## config.mk

```make
export PLATFORM = sky130hd
export DESIGN_NAME = i2c_reg_seq
export DESIGN_NICKNAME = d
export VERILOG_FILES = /design/src/rtl/i2c_reg_seq.sv
export SDC_FILE = /design/constraint.sdc
export NUM_CORES = 1
export LEC_CHECK = 0
export ABC_AREA = 1
export CORE_UTILIZATION = 45
export CTS_CLUSTER_DIAMETER = 40
export DETAILED_ROUTE_END_ITERATION = 7
export PLACE_DENSITY = 0.69
export SYNTH_ARGS = -nofsm -noshare
export SYNTH_HDL_FRONTEND = slang
export SYNTH_SLANG_ARGS = --single-unit
```

## constraint.sdc

```tcl
create_clock -name clk -period 6.66 [get_ports clk]
set_input_delay 0.999 -clock clk [delete_from_list [all_inputs] [get_ports clk]]
set_output_delay 0.999 -clock clk [all_outputs]
set_load 0.02 [all_outputs]
```

## src/rtl/i2c_reg_seq.sv

```systemverilog
// i2c_reg_seq: register read/write sequencer in front of i2c_master.
// Splits one register access into byte commands on the master's cmd/ws/dat
// port, watches stat_out for completion, and returns read data + error code.
module i2c_reg_seq #(
  parameter int TMO_CYC = 100000
) (
  input  logic       clk,
  input  logic       rst,
  input  logic       req_valid,
  output logic       req_ready,
  input  logic       req_rnw,
  input  logic [6:0] req_addr,
  input  logic [7:0] req_reg,
  input  logic [7:0] req_wdata,
  output logic       rsp_valid,
  output logic [2:0] rsp_err,
  output logic [7:0] rsp_rdata,
  output logic [4:0] m_cmd,
  output logic       m_ws,
  output logic [7:0] m_dat,
  input  logic [6:0] m_stat,
  input  logic [7:0] m_dat_in
);

  // master command bits {NACK,WRTE,READ,STOP,STRT}; all-zero clears status
  localparam logic [4:0] C_CLRS = 5'h00;
  localparam logic [4:0] C_STRT = 5'h01;
  localparam logic [4:0] C_STOP = 5'h02;
  localparam logic [4:0] C_READ = 5'h04;
  localparam logic [4:0] C_WRTE = 5'h08;
  localparam logic [4:0] C_NACK = 5'h10;

  // master status bit positions {BBY,BSY,ACK,BBL,ALO,ERR,DON}
  localparam int S_DON = 0;
  localparam int S_ERR = 1;
  localparam int S_ALO = 2;
  localparam int S_BBL = 3;
  localparam int S_ACK = 4;
  localparam int S_BSY = 5;

  localparam logic [2:0] E_OK   = 3'd0;
  localparam logic [2:0] E_ANAK = 3'd1;
  localparam logic [2:0] E_DNAK = 3'd2;
  localparam logic [2:0] E_ARB  = 3'd3;
  localparam logic [2:0] E_BUSY = 3'd4;
  localparam logic [2:0] E_PROT = 3'd5;
  localparam logic [2:0] E_TMO  = 3'd6;

  localparam int            TW      = (TMO_CYC > 0) ? $clog2(TMO_CYC + 1) : 1;
  localparam logic [TW-1:0] TMO_LIM = TW'(TMO_CYC);

  typedef enum logic [2:0] {
    ST_IDLE, ST_ISSUE, ST_LAT, ST_WAIT, ST_EVAL, ST_ABORT, ST_CLR, ST_RESP
  } state_t;

  state_t        state, state_nxt;
  logic [1:0]    phase;
  logic          rnw_q;
  logic [6:0]    addr_q;
  logic [7:0]    reg_q, wdata_q, rdata_q;
  logic [2:0]    err_q, err_nxt;
  logic          abort_q;
  logic [TW-1:0] tmo_cnt;

  logic done, tmo_hit, last_phase, wr_phase;
  logic [2:0] nack_code;
  logic unused_bby;

  // bus-busy bit is not needed: busy-bus conditions come back as ERR|BBL
  assign unused_bby = m_stat[6];

  assign done       = !m_stat[S_BSY] && m_stat[S_DON];
  assign tmo_hit    = (TMO_CYC != 0) && (tmo_cnt == TMO_LIM);
  assign last_phase = rnw_q ? (phase == 2'd3) : (phase == 2'd2);
  // the read-data byte (P3) is the only phase that does not check ACK
  assign wr_phase   = !(rnw_q && phase == 2'd3);
  // address bytes are P0 and the restart of a read; everything else is reg/data
  assign nack_code  = (phase == 2'd0 || (rnw_q && phase == 2'd2)) ? E_ANAK : E_DNAK;

  assign req_ready  = (state == ST_IDLE);
  assign rsp_valid  = (state == ST_RESP);

  // state register
  always_ff @(posedge clk or posedge rst) begin
    if (rst) state <= ST_IDLE;
    else     state <= state_nxt;
  end

  // next state, error code selection and the write strobe
  always_comb begin
    state_nxt = state;
    err_nxt   = err_q;
    m_ws      = 1'b0;
    case (state)
      ST_IDLE: begin
        if (req_valid) begin
          state_nxt = ST_ISSUE;
          err_nxt   = E_OK;
        end
      end
      ST_ISSUE: begin
        if (!m_stat[S_BSY]) begin
          m_ws      = 1'b1;
          state_nxt = ST_LAT;
        end
      end
      ST_LAT: state_nxt = ST_WAIT;
      ST_WAIT: begin
        if (done) begin
          state_nxt = abort_q ? ST_CLR : ST_EVAL;
        end else if (tmo_hit) begin
          // the master is left as-is; the caller must recover the bus
          err_nxt   = E_TMO;
          state_nxt = ST_RESP;
        end
      end
      ST_EVAL: begin
        if (m_stat[S_ERR]) begin
          if (m_stat[S_ALO])      err_nxt = E_ARB;
          else if (m_stat[S_BBL]) err_nxt = E_BUSY;
          else                    err_nxt = E_PROT;
          state_nxt = ST_CLR;
        end else if (wr_phase && !m_stat[S_ACK]) begin
          err_nxt   = nack_code;
          state_nxt = ST_ABORT;
        end else if (last_phase) begin
          err_nxt   = E_OK;
          state_nxt = ST_CLR;
        end else begin
          state_nxt = ST_ISSUE;
        end
      end
      ST_ABORT: state_nxt = ST_ISSUE;
      ST_CLR: begin
        if (!m_stat[S_BSY]) begin
          m_ws      = 1'b1;
          state_nxt = ST_RESP;
        end
      end
      ST_RESP: state_nxt = ST_IDLE;
      default: state_nxt = ST_IDLE;
    endcase
  end

  // request latch, phase/command sequencing, timeout counter, response regs
  always_ff @(posedge clk or posedge rst) begin
    if (rst) begin
      phase     <= 2'd0;
      rnw_q     <= 1'b0;
      addr_q    <= 7'd0;
      reg_q     <= 8'd0;
      wdata_q   <= 8'd0;
      rdata_q   <= 8'd0;
      err_q     <= E_OK;
      abort_q   <= 1'b0;
      tmo_cnt   <= '0;
      m_cmd     <= C_CLRS;
      m_dat     <= 8'd0;
      rsp_err   <= E_OK;
      rsp_rdata <= 8'd0;
    end else begin
      err_q <= err_nxt;
      case (state)
        ST_IDLE: begin
          if (req_valid) begin
            rnw_q   <= req_rnw;
            addr_q  <= req_addr;
            reg_q   <= req_reg;
            wdata_q <= req_wdata;
            phase   <= 2'd0;
            abort_q <= 1'b0;
            m_cmd   <= C_STRT | C_WRTE;
            m_dat   <= {req_addr, 1'b0};
          end
        end
        ST_ISSUE: tmo_cnt <= '0;
        ST_WAIT: begin
          if (tmo_cnt != {TW{1'b1}}) tmo_cnt <= tmo_cnt + 1'b1;
        end
        ST_EVAL: begin
          if (phase == 2'd3) rdata_q <= m_dat_in;
          if (state_nxt == ST_ISSUE) begin
            phase <= phase + 2'd1;
            case (phase)
              2'd0: begin
                m_cmd <= C_WRTE;
                m_dat <= reg_q;
              end
              2'd1: begin
                if (rnw_q) begin
                  m_cmd <= C_STRT | C_WRTE;
                  m_dat <= {addr_q, 1'b1};
                end else begin
                  m_cmd <= C_WRTE | C_STOP;
                  m_dat <= wdata_q;
                end
              end
              default: begin
                m_cmd <= C_READ | C_NACK | C_STOP;
                m_dat <= 8'hff;
              end
            endcase
          end
        end
        ST_ABORT: begin
          m_cmd   <= C_STOP;
          m_dat   <= 8'd0;
          abort_q <= 1'b1;
        end
        default: ;
      endcase
      if (state_nxt == ST_CLR && state != ST_CLR) begin
        m_cmd <= C_CLRS;
        m_dat <= 8'd0;
      end
      // response fields only change as a new response is presented
      if (state_nxt == ST_RESP && state != ST_RESP) begin
        rsp_err <= err_nxt;
        if (rnw_q && err_nxt == E_OK) rsp_rdata <= rdata_q;
      end
    end
  end

endmodule

```

* Word level (Yosys, flattened, before mapping)
Index checks and enable logic that the tools add are counted.
** Storage, ports and cells
- Bits in registers :: 82
- Output and inout port bits :: 27
- Word-level logic and storage cells :: 106
** Cells by class
- Muxes and demuxes :: 42
- Add/sub/neg operators :: 2
- Equal/unequal tests :: 22
- Reduce and logical (&&, ||, !) cells :: 26
** Operator list (count)
- 3-bit two-way mux :: 15
- 17-bit case mux with 2 select lines :: 1
- 8-bit two-way mux :: 4
- 3-bit case mux with 8 select lines :: 1
- 8-bit case mux with 3 select lines :: 1
- 3-bit == test, second input constant :: 6
- 17-bit by 1-bit adder with 17-bit output, second input constant :: 1
- 17-bit == test, second input constant :: 1
- 17-bit two-way mux :: 1
- 17-bit inequality test, second input constant :: 1
- 8-bit case mux with 2 select lines :: 1
- 5-bit two-way mux :: 3
- 5-bit case mux with 3 select lines :: 1
- 2-bit two-way mux :: 5
- 5-bit case mux with 2 select lines :: 1
- 2-bit AND reduction :: 5
- 3-bit inequality test, second input constant :: 3
- 3-bit case mux with 3 select lines :: 1
- 1-bit logical AND :: 7
- 3-bit by 1-bit == test with 1-bit output, second input constant :: 2
- 3-bit by 2-bit == test with 1-bit output, second input constant :: 2
- 3-bit logical NOT :: 2
- 2-bit inequality test, second input constant :: 3
- 3-bit AND reduction :: 2
- other kinds (13) :: 22

* Depth between registers and ports, before layout
- Word-level depth :: 11
- Depth in mapped cells :: 15
- Gate-level depth less buffers :: 15

* Worst setup path before layout
Ideal clock, no wire load.
- Path kind :: in2out
- Start :: in m_stat[5]
- End :: out m_ws
- Path slack :: 4176 ps
- Required time :: 5661 ps
- Data arrival time :: 1485 ps
- Stages on the path :: 1
- Buffers on the path :: 0
- Path through :: o21ai_0
** On the way
- Longest elaborated chain between the ends :: 2
** RTL lines
- from (decl) :: line 21 : input logic [6:0] m_stat,
- 1-bit two-way mux :: line 102, 135
- 1-bit two-way mux
- to (decl) :: line 19 : output logic m_ws,
Every way passes these cells.

* Worst setup path after layout
Same ends and word-level chain as after synthesis.

==> impl_metrics.env <==
export IMPL_clock_latency_ns=0.36
export IMPL_max_cap_violations=0
export IMPL_crit_arrival_ns=2.37
export IMPL_power_density_nw_per_um2=377
export IMPL_cpPeakStageDelay_ns=0.63
export IMPL_dr_pass1_iters=5
export IMPL_crit_type="input port to output port"
export IMPL_synth_area_leader_cell="dfrtp_1"
export IMPL_crit_path_frequent_cell="clkdlybuf4s50_1"
export IMPL_synth_cell_types=34
export IMPL_cp_max_fo=3
export IMPL_synth_area_per_cell_um2=8.16
export IMPL_postCtsHoldBufs=0
export IMPL_ir_worst_vdd_v=0.000197
export IMPL_gp_congestion=0.915
export IMPL_die_area_um2=9510
export IMPL_hp_class="flip-flop to flip-flop"
export IMPL_seq_area_frac_synth=0.494
export IMPL_root_buffer="clkbuf_8"
export IMPL_drt_iter0_markers=168
export IMPL_status="finished, final reports clean"
export IMPL_slew_viol_final=0
export IMPL_h_tree_depth=3
export IMPL_period_share=0.505
export IMPL_clk_pin_slew_ns=0.08
export IMPL_end_kind="output port"
export IMPL_num_io_pins=69
export IMPL_critPathSlowestCell="clkdlybuf4s50_1"
export IMPL_synth_top_area_frac=0.494
export IMPL_post_drt_wl_per_cell_um=13.4
export IMPL_area_growth_pct=23.0
export IMPL_cts_setup_buffers=0
export IMPL_synth_nets=552
export IMPL_cts_resized=0
export IMPL_p_sw_frac=0.415
export IMPL_routed_wl_um=9120
export IMPL_antenna_cells=0
export IMPL_setup_tns_ns=0
export IMPL_cts_tree="built"
export IMPL_cts_sinks=81
export IMPL_nets=617
export IMPL_dieHeight_um=97.5
export IMPL_initial_core_util=0.468
export IMPL_max_freq_ghz=0.297
export IMPL_ys_top_cells_by_area="dfrtp_1, nand2_1, nand3_1, inv_1, nor2_1"
export IMPL_cts_made_buffers=9
export IMPL_via_count=3529
export IMPL_worst_slew_pin_transition_ns=1.01
export IMPL_fin_skew_ns=0.0113
export IMPL_grt_antenna_before_repair=0
export IMPL_p_leak_nw=2.40
export IMPL_final_antenna_net_count=0
export IMPL_p_switching_mw=0.790
export IMPL_grt_first_pass_wirelength_um=16100
export IMPL_min_period_ns=3.36
export IMPL_drc=0
export IMPL_setup_viol=0
export IMPL_grt_pass1_vias=3435
export IMPL_grt_ovfl_total=0
export IMPL_syn_cell_area_um2=4110
export IMPL_grt_max_degree=82
export IMPL_via_per_inst=5.18
export IMPL_clock_path_buffers=2
export IMPL_slew_headroom=0.330
export IMPL_cp_start_kind="input port"
export IMPL_num_rows=34
export IMPL_p_total_mw=1.90
export IMPL_power_frac_comb=0.416
export IMPL_rsz0062_at_grt="false"
export IMPL_intPower_mw=1.11
export IMPL_core_um2=8760
export IMPL_power_share_sequential=0.391
export IMPL_path_cells="clkdlybuf4s50_1 > inv_1 > nand2_1 > o21ai_0 > clkdlybuf4s50_1"
export IMPL_syn_inst=503
export IMPL_ys_warn_count=0
export IMPL_grt_usage=0.210
export IMPL_worstPathRequired_ns=5.66
export IMPL_drive_above_1_share=0.0942
export IMPL_ys_seq_elements=81
export IMPL_io_buffers=67
export IMPL_die_w_um=97.5
export IMPL_p_clk_frac=0.193
export IMPL_hpwl_um=6500
export IMPL_hold_viol=0
==> routing by layer <==
layer	vias up	share of wire	GRT usage	wire (um)
met3	15	0.066	0.0590	599
met4	0	0.017	0.0769	159
met1	1647	0.48	0.294	4380
met5	-	0	0	0
met2	112	0.44	0.309	3980
li1	1755	-	-	-
==> worst paths after layout <==
path,from,endpoint,slack (ns),cells past startpoint
worst max-delay path,m_stat[5],m_ws,3.30,5
max in group asynchronous,rst,rsp_rdata[5],4.76,3
worst min register to register,wdata_q[2],wdata_q[2],0.47,2
worst min-delay path,wdata_q[2],wdata_q[2],0.47,2
worst max register to register,state[1],phase[1],3.83,11
min in group asynchronous,rst,rdata_q[7],1.27,3
==> critical path: cells and delay by family <==
family                 cells  cell delay (ns)
AOI/OAI and AO/OA          1             0.10
buffers and inverters      3             1.17
and+or+nand+nor            1             0.09
==> state kept, by name, summed over array words and instances, names as in the netlist <==
| name | flops |
|---|---|
| phase | 2 |
| m_dat | 8 |
| rsp_err | 3 |
| addr_q | 7 |
| m_cmd | 4 |
| tmo_cnt | 17 |
| abort_q | 1 |
| state | 3 |
| err_q | 3 |
| reg_q | 8 |
| rdata_q | 8 |
| wdata_q | 8 |
| rsp_rdata | 8 |
| rnw_q | 1 |
==> cells by family (layout without fill, tap and decap cells) <==
family	Yosys count	after routing	share of synthesized area
AOI/OAI and AO/OA	70	70	0.0933
muxes	8	8	0.0219
and+or+nand+nor	276	276	0.308
xor gates and xnor gates	1	1	0.00213
DFF	81	81	0.494
buffers and inverters	60	130	0.0594
adders and majority gates	7	7	0.0213
==> synth_stat cells, drive strengths merged <==
master and number:
o21ba 1, a211oi 1, nand2 172, o21ai 38, ha 7, clkbuf 8, a21oi 19, mux2 8
nand4 7, buf 6, dfrtp 81, inv 46, nand3 44, nor2 47, a31oi 2, o21a 2
nor3b 2, xor2 1, nor3 4, a22oi 7
==> final cells by class <==
| type | instances | area (um^2) |
|---|---|---|
| repair buffers | 68 | 678 |
| clock inverters | 6 | 66.3 |
| clock buffers | 10 | 138 |
| fillers | 816 | 3710 |
| inverters | 46 | 173 |
| flip-flops and latches | 81 | 2030 |
| multi-input cells | 362 | 1830 |
| well taps | 108 | 135 |
==> power groups by stage <==
stage          clock network [mW]  logic, mW  registers (mW)
6_report                    0.368      0.793           0.744
5_1_grt                     0.395      0.889           0.764
4_1_cts                     0.377      0.794           0.743
3_5_place_dp                    0      0.789           0.752
3_3_place_gp                    0      0.772           0.747
2_1_floorplan                   0      0.508           0.776
==> stage by stage <==
stage          area, um^2  instances   util  setup WS, ns  hold slack [ns]
2_1_floorplan        4110        503      -          3.58            0.437
3_3_place_gp         4850        665  0.553          3.19            0.454
3_5_place_dp         4850        665  0.553          3.13            0.456
4_1_cts              5050        681  0.576          3.29            0.475
5_1_grt              5050        681  0.576          3.18            0.487
6_report             5050        681  0.576          3.30            0.467
==> layout by cell type (no fill, tap or decap), types with 5 or more instances in the layout <==
master and count:
a22oi_1 7, mux2_2 8, nand2_1 165, nor2_1 37
o21ai_1 11, inv_2 7, clkdlybuf4s50_1 67, a21oi_1 19
nand3_1 43, o21ai_0 27, inv_1 39, nor2_2 5
clkbuf_8 10, nand4_1 5, dfrtp_1 81, ha_1 7
Note: power is estimated with default switching activity, not from simulation.
